--- config.mk ---
export PLATFORM = sky130hd
export DESIGN_NAME = sram_access_controller
export DESIGN_NICKNAME = d
export VERILOG_FILES = /design/src/rtl/sram_access_controller.sv
export SDC_FILE = /design/constraint.sdc
export NUM_CORES = 1
export LEC_CHECK = 0
export CAP_MARGIN = 20
export CELL_PAD_IN_SITES_DETAIL_PLACEMENT = 1
export CELL_PAD_IN_SITES_GLOBAL_PLACEMENT = 1
export CORE_ASPECT_RATIO = 0.6
export CORE_MARGIN = 5
export CORE_UTILIZATION = 35
export DETAILED_ROUTE_END_ITERATION = 8
export GPL_TIMING_DRIVEN = 0
export PLACE_DENSITY = 0.89
export RECOVER_POWER = 25
export SETUP_SLACK_MARGIN = 0.15
export SLEW_MARGIN = 20
export SYNTH_ARGS = -nofsm -noshare
export SYNTH_HDL_FRONTEND = slang
export SYNTH_SLANG_ARGS = --single-unit
--- constraint.sdc ---
create_clock -name clk -period 4.8 [get_ports clk]
set_input_delay 0.96 -clock clk [delete_from_list [all_inputs] [get_ports clk]]
set_output_delay 0.96 -clock clk [all_outputs]
set_load 0.05 [all_outputs]
--- src/rtl/sram_access_controller.sv ---
// sram_access_controller: sequences one 32-bit data-memory access as two
// 16-bit SRAM phases (LO half-word, then HI half-word), each stretched by
// WAIT_CYCLES extra cycles. Only one access is outstanding at a time.
// `ready` drops while an access is in flight, which freezes the pipeline.
// Optional feature macro: SRAM_CTRL_WRITE_BUFFER_EN. When it is defined,
// stores are acknowledged in their request cycle and the SRAM write runs
// in the background.
module sram_access_controller #(
  parameter logic [31:0] DATA_BASE   = 32'd1024,
  parameter int unsigned WAIT_CYCLES = 1
) (
  input  logic        clk,
  input  logic        rst,
  input  logic        wr_en,
  input  logic        rd_en,
  input  logic [31:0] address,
  input  logic [31:0] write_data,
  output logic [31:0] read_data,
  output logic        ready,
  output logic [17:0] sram_addr,
  output logic [15:0] sram_dq_out,
  output logic        sram_dq_oe,
  input  logic [15:0] sram_dq_in,
  output logic        sram_we_n
);

  typedef enum logic [1:0] {IDLE, LO, HI, DONE} state_t;

  localparam logic [3:0] LAST_WAIT = 4'(WAIT_CYCLES);

  state_t      state, state_next;
  logic [3:0]  wait_cnt;
  logic [16:0] word_idx;    // latched offset[18:2]
  logic [15:0] wdata_hi;    // upper store half, driven during HI
  logic        op_wr;       // latched operation type

  logic        req;
  logic        accept;
  logic        phase_end;
  logic [31:0] offset_full;
  logic        unused_offset_bits;

  assign req         = wr_en | rd_en;
  assign accept      = (state == IDLE) && req;
  assign phase_end   = (wait_cnt == LAST_WAIT);
  assign offset_full = address - DATA_BASE;
  // The byte lane and the bits above the 2^19-byte window are dropped.
  assign unused_offset_bits = ^{offset_full[31:19], offset_full[1:0]};

  // State register.
  // NOTE: every clocked block uses non-blocking assignments so all registers
  // update from the same pre-edge values.
  always_ff @(posedge clk or posedge rst) begin
    if (rst) state <= IDLE;
    else     state <= state_next;
  end

  // Next-state and ready decode.
  // NOTE: outputs get a default before the case so no path leaves them
  // unassigned, which would infer a latch.
  always_comb begin
    state_next = state;
    ready      = 1'b0;
    case (state)
      IDLE: begin
        if (req) state_next = LO;
`ifdef SRAM_CTRL_WRITE_BUFFER_EN
        // A store is acknowledged in its own request cycle.
        ready = ~req | wr_en;
`else
        ready = ~req;
`endif
      end
      LO: begin
        if (phase_end) state_next = HI;
`ifdef SRAM_CTRL_WRITE_BUFFER_EN
        // A background store does not stall an idle pipeline.
        ready = op_wr & ~req;
`endif
      end
      HI: begin
`ifdef SRAM_CTRL_WRITE_BUFFER_EN
        if (phase_end) state_next = op_wr ? IDLE : DONE;
        ready = op_wr & ~req;
`else
        if (phase_end) state_next = DONE;
`endif
      end
      DONE: begin
        // Always return to IDLE so a still-held request cannot restart.
        state_next = IDLE;
        ready      = 1'b1;
      end
      default: state_next = IDLE;
    endcase
    // The pipeline is released while the controller is held in reset.
    if (rst) ready = 1'b1;
  end

  // Per-phase wait counter; restarts from zero on every phase entry.
  always_ff @(posedge clk or posedge rst) begin
    if (rst)                          wait_cnt <= '0;
    else if (state_next != state)     wait_cnt <= '0;
    else if (state == LO || state == HI) wait_cnt <= wait_cnt + 4'd1;
  end

  // Request latch: address, upper store half and operation type.
  always_ff @(posedge clk or posedge rst) begin
    if (rst) begin
      word_idx <= '0;
      wdata_hi <= '0;
      op_wr    <= 1'b0;
    end else if (accept) begin
      word_idx <= offset_full[18:2];
      wdata_hi <= write_data[31:16];
      op_wr    <= wr_en;
    end
  end

  // Registered SRAM pins; they only move on phase entry or exit edges.
  always_ff @(posedge clk or posedge rst) begin
    if (rst) begin
      sram_addr   <= '0;
      sram_dq_out <= '0;
      sram_dq_oe  <= 1'b0;
      sram_we_n   <= 1'b1;
    end else if (accept) begin
      sram_addr   <= {offset_full[18:2], 1'b0};
      sram_dq_out <= write_data[15:0];
      sram_dq_oe  <= wr_en;
      sram_we_n   <= ~wr_en;
    end else if (state == LO && phase_end) begin
      sram_addr   <= {word_idx, 1'b1};
      sram_dq_out <= wdata_hi;
    end else if (state == HI && phase_end) begin
      sram_dq_oe  <= 1'b0;
      sram_we_n   <= 1'b1;
    end
  end

  // Load capture: low half on the edge ending LO, high half ending HI.
  always_ff @(posedge clk or posedge rst) begin
    if (rst) begin
      read_data <= '0;
    end else if (!op_wr && phase_end) begin
      if (state == LO) read_data[15:0]  <= sram_dq_in;
      if (state == HI) read_data[31:16] <= sram_dq_in;
    end
  end

endmodule

==> out/results.tsv, run 1 <==
metric	value	unit
post_route_cells_drive_above_1_share	14.6	%
multi_input_area	1750	um^2
grt_overflow_total	0	
fp.coreArea	12900	um^2
period_needed	4.04	ns
min_from	wdata_hi[1]	
clock_path_buffers	2	
path_class	in -> out	
grt_max_degree	34	
synth_ff_type	dfrtp_1	
yosys.area_share.simple	16.9	%
place_ws	0.696	ns
startpoint_type	primary input	
cp-end-kind	output port	
io_buffers	137	
yosysWarnings	0	
cts_resized	0	
synthArstFlopShare	100	%
slew_viol_final	34	
met3_usage	4.26	%
muxShareOfSynthArea	11.0	%
p_per_area	803	nW/um^2
yosys.area.top_type	dfrtp_1	
die_h	98.7	um
final.period_utilization	84.2	%
synth_top_family_by_area	simple AND/OR/NAND/NOR gates	
drc	0	
required	3.84	ns
gpl.final_weighted_congestion	0.833	
cp_max_fo	23	
synth_nets	518	
h-tree-depth	3	
num_vias	3684	
final_nets	669	
critPathLaunch	rst	
clk_latency	0.34	ns
worst_pin_slew	1.71	ns
synth_area_leaders	dfrtp_1 (58%), mux2_2 (11%), nand2_1 (8.2%), nor2_1 (4.9%), ha_1 (2.5%)	
wl_per_cell	17.7	um
drtIter0Drc	180	
timing.rr.start	state[1]	
fp.dieArea	15600	um^2
finClkSkew	0.0104	ns
outcome	complete, but fails checks	
violations	max-capacitance violations, max-slew violations	
clkSinkCount	108	
leakagePower	2.82	nW
ctsHoldBuffers	0	
grt_pass1_vias	4168	
area_delta_synth_final	41.8	%
hold_class	reg -> reg	
ys_seq_area_share	58.9	%
synthDistinctLibCells	33	
synthXorXnorAreaFrac	1.72	%
ioPinCount	153	
synth_compound_area_share	6.03	%
hold_violations	0	
worstPathArrival	3.08	ns
syn_area	4590	um^2
peakVddDrop	454	uV
cts_buffers	9	
timing.fmax	0.248	GHz
top_usage_layer	met2	
ff_latch_area	2700	um^2
maxCapViolCount	1	
wl	13300	um
rsz0062_at_grt	no	
slew_headroom	-14.2	%
globalRouteTotalUtil	17.3	%
setup_tns	0	ns
start_util	35.7	%
fillers	1383	
yosysMostFrequentCell	dfrtp_1	
clk_pin_slew	0.07	ns
use_met1	22.9	%
antenna_cells	0	
layout_setup_ws	0.760	ns
die-width	158	um
gr-usage-met2	29.7	%
synth_enable_flop_cells	0	
grt_pass1_wl	21700	um
ctsRootBufferMaster	clkbuf_16	
syn_avg_cell_area	10.8	um^2
cts_tree	done	
via_per_inst	4.91	
post-cts-setup-buffers	0	
dpl.hpwl	10200	um
synth_common_cells	dfrtp_1 (107), nand2_1 (100), nor2_1 (60), mux2_2 (45), a31oi_1 (17)	
synthCells	425	
yosys.area_share.adder	2.45	%
setup_violations	0	
p_total	5.23	mW
drt_pre_antenna_iters	4	
yosysTopAreaCellShare	58.4	%
rows	32	
grt_antenna_before_repair	0	
antenna_left	0	
ys_ff_latch	108	
-- sequential cells by signal, indices dropped and copies added (netlist names) --
| signal | flops |
|---|---|
| state | 2 |
| wdata_hi | 16 |
| read_data | 32 |
| sram_dq_out | 16 |
| op_wr | 1 |
| sram_addr | 18 |
| word_idx | 17 |
| wait_cnt | 4 |
| sram_dq_oe | 1 |
| sram_we_n | 1 |
-- logic make-up after synthesis --
logic type	after synthesis
mux	45
buf+inv	27
compound gates	47
flops	108
xor+xnor	9
fa+ha+maj	9
simple gates	180
-- through the flow --
step | std cells | hold slack [ns] | area, um^2 | utilization, %
floorplan | 425 | 0.446 | 4590 | -
global placement | 732 | 0.459 | 6170 | 48.0
detailed placement | 735 | 0.469 | 6240 | 48.6
CTS | 751 | 0.488 | 6550 | 50.9
global route | 751 | 0.508 | 6510 | 50.6
finish | 751 | 0.484 | 6510 | 50.6
-- area by class of cell --
class / instances / area share (%)
Sequential cell: 108 / 41.6
Multi-Input combinational cell: 290 / 26.9
Timing Repair Buffer: 140 / 21.5
Inverter: 8 / 0.519
Tap cell: 170 / 3.27
Clock buffer: 12 / 4.10
Buffer: 19 / 1.62
Clock inverter: 4 / 0.577
-- report_power, final --
group	internal [mW]	switching, mW	leakage [nW]	total [mW]
Clock	0.404	0.345	0.152	0.749
Sequential	1.37	0.259	1.27	1.62
Combinational	1.00	1.85	1.39	2.85
-- routing by layer --
metal	vias up	wire (um)
met1	1849	5960
met5	-	0
met2	104	6500
li1	1722	-
met3	9	777
met4	0	96
-- cell usage in the layout, fill, tap and decap left out, drive strengths merged --
| cell type | count |
|---|---|
| nor2 | 63 |
| clkbuf | 20 |
| xnor2 | 7 |
| o211ai | 2 |
| nor4 | 1 |
| o21ai | 13 |
| xor2 | 2 |
| dfrtp | 107 |
| a31oi | 17 |
| o31ai | 2 |
| nand4 | 2 |
| nand2 | 100 |
| and3 | 4 |
| o21a | 3 |
| dlygate4sd3 | 2 |
| inv | 10 |
| nand4bb | 1 |
| buf | 14 |
| ha | 9 |
| or3b | 2 |
| a21boi | 1 |
| nor4bb | 2 |
| or4 | 2 |
| nor3 | 2 |
| clkinvlp | 1 |
| mux2 | 45 |
| nor3b | 1 |
| clkdlybuf4s50 | 135 |
| a21oi | 9 |
| dfstp | 1 |
| clkinv | 1 |
-- critical path: stages --
cell	delay [ns]
dlygate4sd3_1	0.58
clkinvlp_4	0.45
o21ai_0	0.25
clkdlybuf4s50_1	0.84
-- path summary, 6_finish.rpt --
kind                           endpoint  slack [ns]  depth (start not counted)
setup / recovery                  ready        0.76                          4
min in group asynchronous   word_idx[7]        1.13                          2
setup reg to reg           read_data[0]        2.38                          6
max in group asynchronous  sram_addr[3]        1.72                          3
hold / removal              wdata_hi[1]        0.48                          2
hold reg to reg             wdata_hi[1]        0.48                          2
Note: power is estimated with default switching activity, not from simulation.
==> inputs of run 2 (changes only) <==
==> constraint.sdc (replaced) <==
create_clock -name clk -period 3.95 [get_ports clk]
set_input_delay 0.79 -clock clk [delete_from_list [all_inputs] [get_ports clk]]
set_output_delay 0.79 -clock clk [all_outputs]
set_load 0.05 [all_outputs]
==> run 2 against run 1 <==
Against the previous run:
- combinational power grew 22%
- clock skew increased by 0.00064 ns
- cell count increased by 0.13%
- hold slack barely moved
- critical path depth unchanged
- largest cell class unchanged
- global-route usage unchanged
- critical endpoint unchanged
- the run still ends with max-capacitance violations, max-slew violations left
- sequential power rose by 22%
- routed wire length up 1.4%
==> out/results.tsv, run 2 (synthesized netlist as in run 1, its figures left out) <==
metric	value	unit
gpl.final_weighted_congestion	0.833	
h-tree-depth	3	
antenna_cells	0	
wl	13500	um
outcome	complete, but fails checks	
p_per_area	975	nW/um^2
cts_buffers	9	
path_cells	dlygate4sd3_1, clkinvlp_4, o21ai_0, clkdlybuf4s50_1	
num_vias	3697	
slowest_delay	0.84	ns
final_util	50.7	%
grt_pass1_vias	4168	
post_route_cells_drive_above_1_share	14.8	%
leakagePower	2.82	nW
fp.coreArea	12900	um^2
finClkSkew	0.0111	ns
layout_commonest_cell	clkdlybuf4s50_1	
critical_path.slowest_cell	clkdlybuf4s50_1	
timing.rr.start	state[1]	
whs_endpoint	wdata_hi[1]	
regMostFlops	read_data	
slew_viol_final	34	
rows	32	
p_total	6.35	mW
top_regs	read_data (32), sram_addr (18), word_idx (17)	
clkSinkCount	108	
clk_latency	0.35	ns
ioPinCount	153	
grt_overflow_total	0	
grt_max_degree	34	
post-cts-setup-buffers	0	
fillers	1383	
reg2reg_to	read_data[0]	
final_nets	670	
hold_class	reg -> reg	
dpl.cell_count	735	
hold_violations	0	
io_buffers	137	
required	3.16	ns
min_from	wdata_hi[1]	
antenna_left	0	
final.period_utilization	91.9	%
cp_max_fo	12	
ctsRootBufferMaster	clkbuf_16	
wl_per_cell	18.0	um
grt_antenna_before_repair	0	
rsz0062_at_grt	no	
worst_pin_slew	1.72	ns
fp.dieArea	15600	um^2
path_class	in -> out	
dpl.hpwl	10200	um
worstPathArrival	2.84	ns
final_cell_mix	clkdlybuf4s50_1 (135), dfrtp_1 (107), nand2_1 (100), nor2_1 (60), mux2_2 (45)	
ctsHoldBuffers	0	
cts_tree	done	
timing.fmax	0.275	GHz
area_delta_synth_final	42.0	%
cp-end-kind	output port	
drt_pre_antenna_iters	4	
grt_pass1_wl	21700	um
worstRegToRegCells	6	
die-width	158	um
clk_pin_slew	0.07	ns
hold_depth	2	
largest_reg_flops	32	
via_per_inst	4.92	
hold_ws	0.484	ns
start_util	35.7	%
violations	max-capacitance violations, max-slew violations	
setup_violations	0	
cts_resized	0	
die_h	98.7	um
drc	0	
drtIter0Drc	185	
peakVddDrop	551	uV
maxCapViolCount	1	
globalRouteTotalUtil	17.3	%
clock_path_buffers	2	
r2r_setup_slack	1.54	ns
startpoint_type	primary input	
fin_cells	752	
period_needed	3.63	ns
slew_headroom	-14.6	%
run 2: worst max-delay path: cells and delay by family:
| kind | cells | cell delay (ns) |
|---|---|---|
| AO/OA/AOI/OAI | 1 | 0.20 |
| buffers and inverters | 3 | 1.85 |
run 2: area by class of cell:
cell class              count  area, um^2  area share (%)
well taps                 170         213            3.27
repair inverters            1        5.00          0.0769
clock buffers              12         267            4.09
plain buffers              19         105            1.61
multi-input cells         290        1750            26.8
clock inverters             4        37.5           0.576
flip-flops and latches    108        2700            41.5
repair buffers            140        1400            21.5
inverters                   8        33.8           0.519
run 2: where the power goes:
part           internal [mW]  total [mW]  switching, mW
Combinational           1.22        3.47           2.25
Clock                  0.491       0.909          0.419
Sequential              1.66        1.98          0.316
Total                   3.37        6.35           2.98
run 2: how the worst max path moves through the flow:
| stage | slack [ns] | from | depth (start not counted) | end |
|---|---|---|---|---|
| after floorplan | -0.28 | rst | 2 | ready |
| after global placement | -1.47 | rst | 4 | ready |
| after detailed placement | 0.19 | rst | 4 | ready |
| after CTS | 0.17 | rst | 4 | ready |
| after global routing | 0.23 | rst | 4 | ready |
| final | 0.32 | rst | 4 | ready |
run 2: routing by layer:
metal	vias up	wire, um	global-route usage [%]
met5	-	0	0
met4	0	97	2.64
met3	9	853	4.26
met2	110	6550	29.7
met1	1853	6010	22.9
li1	1725	-	-
run 2: metrics by stage:
step / setup slack [ns] / setup TNS [ns] / cell area (um^2)
after CTS: 0.170 / 0 / 6550
after global routing: 0.226 / 0 / 6510
after global placement: -1.47 / -1.47 / 6170
after detailed placement: 0.186 / 0 / 6240
after floorplan: -0.283 / -0.283 / 4590
final: 0.320 / 0 / 6510
==> inputs of run 3 (changes only) <==
--- a/config.mk
+++ b/config.mk
@@ -9,7 +9,7 @@
 export CELL_PAD_IN_SITES_DETAIL_PLACEMENT = 1
 export CELL_PAD_IN_SITES_GLOBAL_PLACEMENT = 1
 export CORE_ASPECT_RATIO = 0.6
-export CORE_MARGIN = 5
+export CORE_MARGIN = 4
 export CORE_UTILIZATION = 35
 export DETAILED_ROUTE_END_ITERATION = 8
 export GPL_TIMING_DRIVEN = 0
==> run 3 against run 2 <==
Against the previous run:
- the run still ends with max-capacitance violations, max-slew violations left
- die area decreased by 3.3%
- critical path depth increased by 1
- clock skew about the same
- fmax increased by 7.1%
- final area unchanged
- routed wire length increased by 0.56%
- register-to-register slack improved by 0.02 ns
- global-route usage increased by 1.1 points
==> out/results.tsv, run 3 (synthesized netlist as in run 1, its figures left out) <==
metric	value	unit
die-width	156	um
hold_class	reg -> reg	
grt_antenna_before_repair	0	
gr-usage-met2	32.4	%
startpoint_type	primary input	
grt_pass1_wl	22400	um
die_h	96.7	um
h-tree-depth	3	
fp.coreArea	12800	um^2
post_route_cells_drive_above_1_share	14.8	%
maxCapViolCount	1	
violations	max-capacitance violations, max-slew violations	
timing.fmax	0.295	GHz
hold_violations	0	
regMostFlops	read_data	
setup_violations	0	
met3_usage	4.78	%
use_met1	23.0	%
via_per_inst	4.92	
clock_path_buffers	2	
path_class	in -> out	
layout_commonest_cell	clkdlybuf4s50_1	
period_needed	3.39	ns
wl_per_cell	18.1	um
rows	32	
cp.depth	5	
start_util	35.8	%
cp_max_fo	34	
p_per_area	971	nW/um^2
dpl.hpwl	10300	um
r2r_setup_slack	1.56	ns
grt_pass1_vias	4345	
clk_pin_slew	0.08	ns
num_vias	3696	
outcome	complete, but fails checks	
final.period_utilization	85.8	%
design_area	6510	um^2
final_nets	670	
ctsHoldBuffers	0	
critical_path.slowest_cell	dlygate4sd3_1	
ioPinCount	153	
worstRegToRegCells	6	
grt_max_degree	35	
ctsRootBufferMaster	clkbuf_16	
hold_ws	0.487	ns
wl	13600	um
drc	0	
timing.rr.start	state[1]	
gpl.final_weighted_congestion	0.778	
slew_headroom	-2.84	%
final_cell_mix	clkdlybuf4s50_1 (134), dfrtp_1 (107), nand2_1 (100), nor2_1 (60), mux2_2 (45)	
top_usage_layer	met2	
drtIter0Drc	103	
path_cells	dlygate4sd3_1, clkinvlp_4, buf_12, o21ai_0, dlymetal6s2s_1	
clkSinkCount	108	
globalRouteTotalUtil	18.5	%
min_from	wdata_hi[9]	
reg2reg_to	read_data[3]	
place_area	6230	um^2
clk_latency	0.35	ns
cts_buffers	9	
peakVddDrop	390	uV
largest_reg_flops	32	
crit_family	buffers and inverters	
fillers	1394	
timing.critical_path.buf_inv	4	
post-cts-setup-buffers	0	
area_delta_synth_final	42.0	%
required	3.16	ns
antenna_cells	0	
slowest_delay	0.64	ns
fp.dieArea	15100	um^2
cts_tree	done	
finClkSkew	0.0111	ns
whs_endpoint	wdata_hi[9]	
antenna_left	0	
cp-end-kind	output port	
slew_viol_final	29	
io_buffers	137	
hold_depth	2	
drt_pre_antenna_iters	4	
grt_overflow_total	0	
rsz0062_at_grt	no	
top_regs	read_data (32), sram_addr (18), word_idx (17)	
worst_pin_slew	1.54	ns
leakagePower	2.82	nW
worstPathArrival	2.60	ns
## run 3: worst max-delay path by stage
stage | end | slack (ns) | from
floorplan | ready | -0.28 | rst
global placement | ready | -1.52 | rst
detailed placement | ready | 0.04 | rst
CTS | ready | 0.18 | rst
global route | ready | 0.43 | rst
finish | ready | 0.56 | rst
## run 3: metrics by stage
stage                     utilization, %  total power, mW  setup WS, ns  std cells  setup TNS, ns
after global routing                50.8             6.69         0.432        751              0
after floorplan                        -             4.23        -0.283        425         -0.283
final                               50.8             6.32         0.561        751              0
after detailed placement            48.7             5.48        0.0365        735              0
after global placement              48.2             5.30         -1.52        732          -1.52
after CTS                           50.9             6.39         0.184        751              0
## run 3: tightest hold or removal path, stage by stage (launching register included)
cell and delay, ns:
dfrtp_1 0.35, nand2_1 0.05, nand2_1 0.05
## run 3: area by class of cell
type / count / area (um^2) / area share (%)
sequential: 108 / 2700 / 41.5
multi-input combinational: 290 / 1750 / 26.8
timing repair buffer: 140 / 1420 / 21.8
clock buffer: 10 / 239 / 3.67
tap: 170 / 213 / 3.27
buffer: 19 / 105 / 1.61
clock inverter: 5 / 46.3 / 0.711
inverter: 8 / 33.8 / 0.519
timing repair inverter: 1 / 5.00 / 0.0769
## run 3: power breakdown
part	total, mW	switching [mW]	internal, mW	leakage [nW]
Combinational	3.48	2.26	1.22	1.41
Clock	0.867	0.417	0.451	0.141
Sequential	1.98	0.316	1.66	1.27
Total	6.32	2.99	3.33	2.82
## run 3: timing repair
| item | in CTS | in global routing |
|---|---|---|
| gates cloned | 1 | 0 |
| pin swaps | 0 | 0 |
| setup endpoints to repair | 1 | 1 |
| gates resized for setup | 0 | 1 |
## run 3: layer usage
layer	share of wire, %	wire, um
met1	44	6020
met4	0.85	115
met5	0	0
met3	4.7	644
met2	50	6800
